--- src/rtl/seg7_pkg.sv ---
// Shared types and constants for the two-digit seven-segment scan driver.
package seg7_pkg;

  typedef enum logic [1:0] {
    ST_UNITS = 2'd0,
    ST_GAP_U = 2'd1,
    ST_TENS  = 2'd2,
    ST_GAP_T = 2'd3
  } state_t;

  // Active-low segments ordered {g,f,e,d,c,b,a}.
  localparam logic [6:0] SEG_BLANK = 7'h7F;

  // Index 0 is the rightmost entry, so GLYPHS[d] is the glyph for digit d.
  localparam logic [9:0][6:0] GLYPHS = {
    7'b0010000,  // 9
    7'b0000000,  // 8
    7'b1111000,  // 7
    7'b0000010,  // 6
    7'b0010010,  // 5
    7'b0011001,  // 4
    7'b0110000,  // 3
    7'b0100100,  // 2
    7'b1111001,  // 1
    7'b1000000   // 0
  };

endpackage

--- src/rtl/seg7_decode.sv ---
// Combinational digit-to-segment decoder; any code above 9 renders blank.
module seg7_decode
  import seg7_pkg::*;
(
  input  logic [3:0] i_digit,
  output logic [6:0] o_seg
);

  // NOTE: default assigned first so every path drives o_seg and no latch forms.
  always_comb begin
    o_seg = SEG_BLANK;
    if (i_digit <= 4'd9) begin
      o_seg = GLYPHS[i_digit];
    end
  end

endmodule

--- src/rtl/seg7_scan_driver.sv ---
// Two-digit multiplexed seven-segment driver with guard gaps and
// frame-aligned display updates from a 0..15 upstream value.
module seg7_scan_driver
  import seg7_pkg::*;
#(
  parameter int REFRESH_DIV = 50000,
  parameter int GUARD_CYC   = 8,
  parameter int BLANK_TENS  = 1
) (
  input  logic       clock,
  input  logic       reset,
  input  logic       enable,
  input  logic [3:0] value_in,
  input  logic       value_valid,
  output logic       value_ack,
  output logic [6:0] seg,
  output logic [1:0] an,
  output logic       dp
);

  localparam int CNT_MAX = (REFRESH_DIV > GUARD_CYC) ? REFRESH_DIV : GUARD_CYC;
  localparam int CNT_W   = $clog2(CNT_MAX + 1);
  localparam logic [CNT_W-1:0] LOAD_DIGIT = CNT_W'(REFRESH_DIV);
  localparam logic [CNT_W-1:0] LOAD_GAP   = CNT_W'(GUARD_CYC);
  localparam logic [CNT_W-1:0] CNT_LAST   = CNT_W'(1);

  state_t           r_state;
  state_t           w_state_next;
  logic [CNT_W-1:0] r_cnt;
  logic [CNT_W-1:0] w_cnt_next;

  logic [3:0] r_disp;
  logic [3:0] r_pending;
  logic       r_new;
  logic [3:0] w_disp_next;
  logic       w_ack_next;
  logic       w_boundary;

  logic [3:0] w_tens;
  logic [3:0] w_units;
  logic       w_tens_blank;
  logic [3:0] w_digit;
  logic [1:0] w_an_next;
  logic [6:0] w_seg_next;

  // The counter holds the cycles left in the current state; at 1 we move on.
  always_comb begin
    w_state_next = r_state;
    w_cnt_next   = r_cnt;
    if (enable) begin
      if (r_cnt == CNT_LAST) begin
        case (r_state)
          ST_UNITS: begin w_state_next = ST_GAP_U; w_cnt_next = LOAD_GAP;   end
          ST_GAP_U: begin w_state_next = ST_TENS;  w_cnt_next = LOAD_DIGIT; end
          ST_TENS:  begin w_state_next = ST_GAP_T; w_cnt_next = LOAD_GAP;   end
          default:  begin w_state_next = ST_UNITS; w_cnt_next = LOAD_DIGIT; end
        endcase
      end else begin
        w_cnt_next = r_cnt - CNT_LAST;
      end
    end
  end

  assign w_boundary = enable && (r_state == ST_GAP_T) && (r_cnt == CNT_LAST);

  // A value arriving on the boundary edge itself bypasses the pending register.
  always_comb begin
    w_disp_next = r_disp;
    w_ack_next  = 1'b0;
    if (w_boundary) begin
      if (value_valid) begin
        w_disp_next = value_in;
        w_ack_next  = 1'b1;
      end else if (r_new) begin
        w_disp_next = r_pending;
        w_ack_next  = 1'b1;
      end
    end
  end

  assign w_tens       = (w_disp_next >= 4'd10) ? 4'd1 : 4'd0;
  assign w_units      = (w_disp_next >= 4'd10) ? (w_disp_next - 4'd10) : w_disp_next;
  assign w_tens_blank = (BLANK_TENS != 0) && (w_tens == 4'd0);

  // Outputs are derived from next-state values so the registered outputs
  // change on the same edge as the state they depict. Code 4'hF decodes blank.
  always_comb begin
    w_digit   = 4'hF;
    w_an_next = 2'b11;
    if (enable) begin
      case (w_state_next)
        ST_UNITS: begin
          w_digit   = w_units;
          w_an_next = 2'b10;
        end
        ST_TENS: begin
          if (!w_tens_blank) begin
            w_digit   = w_tens;
            w_an_next = 2'b01;
          end
        end
        default: begin
          w_digit   = 4'hF;
          w_an_next = 2'b11;
        end
      endcase
    end
  end

  seg7_decode u_decode (
    .i_digit (w_digit),
    .o_seg   (w_seg_next)
  );

  // NOTE: all sequential state uses non-blocking assignment so every register
  // samples pre-edge values regardless of statement order.
  always_ff @(posedge clock or posedge reset) begin
    if (reset) begin
      r_state   <= ST_GAP_T;
      r_cnt     <= CNT_LAST;
      r_disp    <= 4'd0;
      r_pending <= 4'd0;
      r_new     <= 1'b0;
      value_ack <= 1'b0;
      seg       <= SEG_BLANK;
      an        <= 2'b11;
    end else begin
      r_state   <= w_state_next;
      r_cnt     <= w_cnt_next;
      r_disp    <= w_disp_next;
      value_ack <= w_ack_next;
      seg       <= w_seg_next;
      an        <= w_an_next;
      if (value_valid) begin
        r_pending <= value_in;
      end
      if (w_boundary) begin
        r_new <= 1'b0;
      end else if (value_valid) begin
        r_new <= 1'b1;
      end
    end
  end

  assign dp = 1'b1;

endmodule

--- config.mk ---
export PLATFORM = sky130hd
export DESIGN_NAME = seg7_scan_driver
export DESIGN_NICKNAME = d
export VERILOG_FILES = /design/src/rtl/seg7_pkg.sv /design/src/rtl/seg7_decode.sv /design/src/rtl/seg7_scan_driver.sv
export SDC_FILE = /design/constraint.sdc
export NUM_CORES = 1
export LEC_CHECK = 0
export ABC_AREA = 1
export BUFFER_PORTS_ARGS = -buffer_cell sky130_fd_sc_hd__buf_2
export CAP_MARGIN = 20
export CORE_MARGIN = 2
export CORE_UTILIZATION = 37
export DETAILED_ROUTE_END_ITERATION = 8
export REMOVE_ABC_BUFFERS = 1
export SLEW_MARGIN = 20
export SYNTH_ARGS = -nofsm -noshare
export SYNTH_HDL_FRONTEND = slang
export SYNTH_SLANG_ARGS = --single-unit
--- constraint.sdc ---
create_clock -name clock -period 3.35 [get_ports clock]
set_clock_uncertainty 0.05 [all_clocks]
set_input_delay 0.1675 -clock clock [delete_from_list [all_inputs] [get_ports clock]]
set_output_delay 0.1675 -clock clock [all_outputs]
set_load 0.05 [all_outputs]
==> flow_metrics.env, run 1 <==
export IMPL_outcome="complete, no violations"
export IMPL_ys_ff_latch=37
export IMPL_die_w_um=84.8
export IMPL_synth_compound_area_frac=0.0902
export IMPL_cts_root_buffer="clkbuf_8"
export IMPL_yosysTopAreaCell="dfrtp_1"
export IMPL_h_tree_depth=2
export IMPL_wire_per_inst_um=12.3
export IMPL_finalHoldViolations=0
export IMPL_muxShareOfSynthArea=0
export IMPL_netlist_area_mm2=0.00241
export IMPL_cts_tree="built"
export IMPL_synthTopCellsByCount="57 x nand2_1, 44 x inv_1, 25 x dfrtp_1"
export IMPL_cp_cell_sequence="ha_1 > nand2_1 > nor2_1 > nand2_2 > nor2_8 > nand2_4 > a21oi_4 > nand2_2 > or2_4 > ha_1 > or2_2 > nand3_2 > nand2_2 > nand2_1"
export IMPL_cp_end_kind="flip-flop"
export IMPL_cts_made_buffers=5
export IMPL_worst_path_largest_cell_delay_ns=0.56
export IMPL_p_leak_nw=1.26
export IMPL_die_h_um=84.8
export IMPL_die_area_mm2=0.00719
export IMPL_nets=344
export IMPL_area_growth_pct=11.0
export IMPL_hold_buffers=1
export IMPL_ant_nets=0
export IMPL_cap_violations=0
export IMPL_crit_required_ns=3.53
export IMPL_io_buffers=17
export IMPL_post_cts_setup_buffers=0
export IMPL_clockBufferDepth=2
export IMPL_clkSinkCount=37
export IMPL_synth_xor_area_frac=0.0109
export IMPL_p_total_w=0.00105
export IMPL_drc=0
export IMPL_yosysUniqueCellTypes=37
export IMPL_yosys_area_top_type_share=0.259
export IMPL_grt_pass1_wl_um=9050
export IMPL_max_freq_mhz=353
export IMPL_setup_viol=0
export IMPL_grt_pass1_vias=2056
export IMPL_synth_area_leaders="dfrtp_1 26%, dfstp_2 13%, nand2_1 8.9%"
export IMPL_critPathBufInv=0
export IMPL_drt_vias_per_instance=4.81
export IMPL_grt_usage=0.156
export IMPL_critical_path_max_fanout=7
export IMPL_synthArstFlopShare=1.00
export IMPL_synth_simple_area_share=0.360
export IMPL_rows=29
export IMPL_cts_clk_slew_worst_paths_ns=0.08
export IMPL_setup_ws_ns=0.520
export IMPL_ys_warn_count=0
export IMPL_synth_top_family_by_area="simple AND/OR/NAND/NOR gates"
export IMPL_post_route_period_util=0.845
export IMPL_grt_max_degree=28
export IMPL_slew_violations=0
export IMPL_cts_resized=0
export IMPL_ios=19
export IMPL_coreArea_mm2=0.00631
export IMPL_drive_above_1_share=0.282
export IMPL_peakVddDrop_uv=212
export IMPL_synth_ff_type="dfrtp_1"
export IMPL_hpwl_um=3890
export IMPL_ys_seq_area_frac=0.390
export IMPL_arrival_ns=3.02
export IMPL_insertion_delay_ns=0.30
export IMPL_synth_adder_area_share=0.0570
export IMPL_grt_overflow=0
export IMPL_cp_top_family="simple AND/OR/NAND/NOR gates"
export IMPL_totalWireLength_um=4980
export IMPL_synth_edff_count=0
export IMPL_first_pass_iters=4
export IMPL_tightest_slew_ns=0.586
export IMPL_maxSlewHeadroom=0.609
export IMPL_hold_class="in -> reg"
export IMPL_setup_tns_final_ns=0
export IMPL_cp_start_kind="flip-flop"
export IMPL_start_util=0.382
export IMPL_rsz0062_at_grt="false"
export IMPL_cp_common_cell="nand2_2"
export IMPL_fill_cells=683
export IMPL_crit_slowest_cell="dfstp_2"
export IMPL_synth_area_per_cell_um2=7.97
export IMPL_fin_crit_ns=2.83
export IMPL_postSynthCellCount=303
export IMPL_drtIter0Drc=64
export IMPL_gp_congestion=0.827
export IMPL_vias=1939
export IMPL_dp_slack_ns=0.527
export IMPL_path_class="reg -> reg"
export IMPL_yosysMostFrequentCell="nand2_1"
export IMPL_cellPowerDensity_mw_per_mm2=391
export IMPL_diodes=0
export IMPL_antenna_found_initial=0
worst min-delay path, stage by stage:
cell	delay (ns)
buf_2	0.07
nand2_1	0.06
nand2_1	0.06
layout make-up:
cell class	count	area (um2)	area share
multi-input cells	209	1250	0.468
flip-flops and latches	37	941	0.351
inverters	53	200	0.0747
repair buffers	19	103	0.0383
well taps	77	96.3	0.0359
clock buffers	6	72.6	0.0271
clock inverters	2	15.0	0.00560
power by group:
| part | internal, W | total [W] | switching (W) | leakage [nW] |
|---|---|---|---|---|
| combinational | 0.0000682 | 0.000197 | 0.000128 | 0.812 |
| clock | 0.000147 | 0.000312 | 0.000166 | 0.0374 |
| sequential | 0.000495 | 0.000540 | 0.0000453 | 0.414 |
layer usage:
layer	GRT usage	up-vias	share of wire
met3	0.0383	7	0.023
met5	0	-	0
met1	0.189	907	0.46
met4	0.0462	0	0.016
met2	0.275	21	0.50
li1	-	1004	-
path summary, 6_finish.rpt:
kind / from / endpoint / slack, ns / cells past startpoint
hold reg to reg: r_pending[1]$_DFFE_PP0P_ / r_pending[1]$_DFFE_PP0P_ / 0.43 / 2
hold / removal: value_in[3] / r_pending[3]$_DFFE_PP0P_ / 0.05 / 3
setup / recovery: r_cnt[0]$_DFFE_PP1P_ / seg[2]$_DFF_PP1_ / 0.52 / 14
min in group asynchronous: reset / r_cnt[8]$_DFFE_PP0P_ / 0.43 / 3
setup reg to reg: r_cnt[0]$_DFFE_PP1P_ / seg[2]$_DFF_PP1_ / 0.52 / 14
max in group asynchronous: reset / r_state[0]$_DFF_PP1_ / 2.18 / 4
sequential cells by signal (all words and copies together) (netlist names):
| signal | cells |
|---|---|
| r_new | 1 |
| r_pending | 4 |
| seg | 7 |
| r_state | 2 |
| value_ack | 1 |
| r_disp | 4 |
| an | 2 |
| r_cnt | 16 |
through the flow:
stage	util	cell area, um2	instances	hold slack [ns]
finish	0.425	2680	403	0.0477
global route	0.425	2680	403	0.0642
CTS	0.425	2680	403	0.0474
detailed placement	0.409	2580	394	0.230
global placement	0.409	2580	394	0.356
floorplan	-	2390	299	0.181
cell usage in the layout, fill, tap and decap left out, types with 2 or more instances in the layout:
| master | n |
|---|---|
| nand2_1 | 57 |
| inv_1 | 43 |
| dfrtp_1 | 25 |
| nand3_1 | 23 |
| nor2_1 | 22 |
| buf_2 | 17 |
| nand2_2 | 15 |
| dfstp_2 | 12 |
| o21ai_0 | 11 |
| ha_1 | 11 |
| inv_2 | 9 |
| nand2_4 | 8 |
| nor3_1 | 8 |
| a21oi_1 | 8 |
| nand3_2 | 6 |
| nand4_1 | 6 |
| nor2_4 | 5 |
| clkbuf_8 | 5 |
| a22oi_1 | 3 |
| a21oi_2 | 3 |
| xor2_1 | 3 |
| nor4_1 | 3 |
| nor2_2 | 2 |
| o22ai_1 | 2 |
| a21boi_0 | 2 |
| or2_2 | 2 |
| clkinvlp_4 | 2 |
logic make-up after synthesis:
group                      Yosys count
DFF                                 37
buffers and inverters               57
adders and majority gates           11
other                                1
AOI/OAI and AO/OA                   34
xor gates and xnor gates             3
and+or+nand+nor                    160
(Power assumes the default switching activity.)
==> run 2, diff against run 1 <==
==> constraint.sdc (replaced) <==
create_clock -name clock -period 2.7 [get_ports clock]
set_clock_uncertainty 0.05 [all_clocks]
set_input_delay 0.135 -clock clock [delete_from_list [all_inputs] [get_ports clock]]
set_output_delay 0.135 -clock clock [all_outputs]
set_load 0.05 [all_outputs]
==> run 2 against run 1 <==
Net effect:
- combinational power up 34%
- utilization increased by 4.9 points
- first-iteration DRC count is 25% higher
- maximum frequency grew 6.5%
==> flow_metrics.env, run 2 (synthesized netlist as in run 1, its figures left out) <==
export IMPL_cap_violations=0
export IMPL_drc=0
export IMPL_diodes=0
export IMPL_rsz0062_at_grt="true"
export IMPL_die_w_um=84.8
export IMPL_cp_end_kind="flip-flop"
export IMPL_post_route_period_util=0.984
export IMPL_use_met3=0.0324
export IMPL_whs_ns=0.0145
export IMPL_ios=19
export IMPL_peakVddDrop_uv=353
export IMPL_antenna_found_initial=0
export IMPL_die_h_um=84.8
export IMPL_top_register="r_cnt"
export IMPL_grt_overflow=0
export IMPL_layout_commonest_cell="nand2_1"
export IMPL_vias=2000
export IMPL_grt_max_degree=21
export IMPL_rows=29
export IMPL_drtIter0Drc=80
export IMPL_arrival_ns=2.82
export IMPL_start_util=0.382
export IMPL_ant_nets=0
export IMPL_use_met2=0.246
export IMPL_cts_tree="built"
export IMPL_pwr_share_comb=0.184
export IMPL_finalHoldViolations=0
export IMPL_layout_common_cells="52 x nand2_1, 40 x inv_1, 25 x dfrtp_1"
export IMPL_cts_root_buffer="clkbuf_8"
export IMPL_drt_vias_per_instance=4.83
export IMPL_critical_path_max_fanout=7
export IMPL_largest_reg_flops=16
export IMPL_first_pass_iters=4
export IMPL_drive_above_1_share=0.362
export IMPL_outcome="complete, no violations"
export IMPL_maxSlewHeadroom=0.509
export IMPL_cts_clk_slew_worst_paths_ns=0.08
export IMPL_insertion_delay_ns=0.30
export IMPL_wire_per_inst_um=12.3
export IMPL_h_tree_depth=2
export IMPL_fill_cells=640
export IMPL_coreArea_mm2=0.00631
export IMPL_cellPowerDensity_mw_per_mm2=477
export IMPL_seqPwrFrac=0.471
export IMPL_io_buffers=17
export IMPL_clockBufferDepth=2
export IMPL_grt_pass1_wl_um=8780
export IMPL_area_growth_pct=23.7
export IMPL_hold_class="in -> reg"
export IMPL_crit_required_ns=2.87
export IMPL_cp_start_kind="flip-flop"
export IMPL_reg_top3="r_cnt (16), seg (7)"
export IMPL_p_leak_nw=1.35
export IMPL_gp_congestion=0.861
export IMPL_setup_viol=0
export IMPL_p_total_w=0.00143
export IMPL_nets=355
export IMPL_dpl_cell_area_mm2=0.00263
export IMPL_p_sw_w=0.000442
export IMPL_regArea_um2=941
export IMPL_grt_use_met1=0.200
export IMPL_setup_ws_ns=0.0432
export IMPL_slew_violations=0
export IMPL_totalWireLength_um=5110
export IMPL_max_freq_mhz=376
export IMPL_design_area_mm2=0.00299
export IMPL_cts_made_buffers=5
export IMPL_fin_crit_ns=2.66
export IMPL_path_class="reg -> reg"
export IMPL_p_int_w=0.000984
export IMPL_dp_slack_ns=-0.0542
export IMPL_multi_input_area_mm2=0.00143
export IMPL_hpwl_um=3890
export IMPL_clkSinkCount=37
export IMPL_gr_max_usage_layer="met2"
export IMPL_grt_usage=0.150
export IMPL_grt_pass1_vias=1948
export IMPL_tightest_slew_ns=0.735
export IMPL_switching_share=0.310
export IMPL_p_clk_frac=0.344
export IMPL_die_area_mm2=0.00719
-- run 2: final timing paths --
path	start	endpoint	slack (ns)	cells after the start
max reg2reg	r_cnt[0]$_DFFE_PP1P_	seg[4]$_DFF_PP1_	0.04	14
max in group asynchronous	reset	r_cnt[0]$_DFFE_PP1P_	1.51	4
min in group asynchronous	reset	r_disp[0]$_DFF_PP0_	0.45	3
min reg2reg	r_pending[2]$_DFFE_PP0P_	r_pending[2]$_DFFE_PP0P_	0.43	2
min	value_in[3]	r_pending[3]$_DFFE_PP0P_	0.01	3
max	r_cnt[0]$_DFFE_PP1P_	seg[4]$_DFF_PP1_	0.04	14
-- run 2: per-layer routing --
| metal | share of wire | routed length (um) |
|---|---|---|
| met2 | 0.50 | 2550 |
| met1 | 0.46 | 2340 |
| met5 | 0 | 0 |
| met3 | 0.033 | 171 |
| met4 | 0.011 | 55 |
-- run 2: timing repair --
action                                 CTS  global route
gates resized for setup                  3            36
setup endpoints to repair                7             7
buffers inserted                         0             6
hold buffers                             1             0
endpoints found under the hold margin    6             0
cloned                                   0             0
pin swaps                                0            16
-- run 2: power by group through the flow --
| stage | logic, W | clock network [W] | registers [W] |
|---|---|---|---|
| 2_1_floorplan | 0.000192 | 0 | 0.000666 |
| 3_3_place_gp | 0.000246 | 0 | 0.000677 |
| 3_5_place_dp | 0.000248 | 0 | 0.000678 |
| 4_1_cts | 0.000251 | 0.000504 | 0.000668 |
| 5_1_grt | 0.000304 | 0.000524 | 0.000681 |
| 6_report | 0.000263 | 0.000491 | 0.000672 |
-- run 2: critical path, stage by stage, from the launching register on --
cell and delay (ns):
dfstp_2 0.58, ha_4 0.16, nand3_4 0.08, nor2_4 0.20, nand3_4 0.15, buf_12 0.17, o21ai_4 0.16, o31ai_4 0.09
or2_4 0.29, inv_4 0.09, ha_4 0.14, or2_4 0.11, nand3_2 0.07, nand2_4 0.14, nand3_2 0.08
-- run 2: metrics by stage --
stage	util	cells	TNS, ns
2_1_floorplan	-	299	0
3_3_place_gp	0.417	399	0
3_5_place_dp	0.417	399	-0.192
4_1_cts	0.438	408	0
5_1_grt	0.473	414	-0.192
6_report	0.473	414	0
-- run 2: layout make-up --
type / count / share of cell area
clock buffer: 6 / 0.0243
clock inverter: 2 / 0.0130
inverter: 53 / 0.0678
multi-input combinational: 209 / 0.477
sequential: 37 / 0.315
tap: 77 / 0.0322
timing repair buffer: 30 / 0.0704
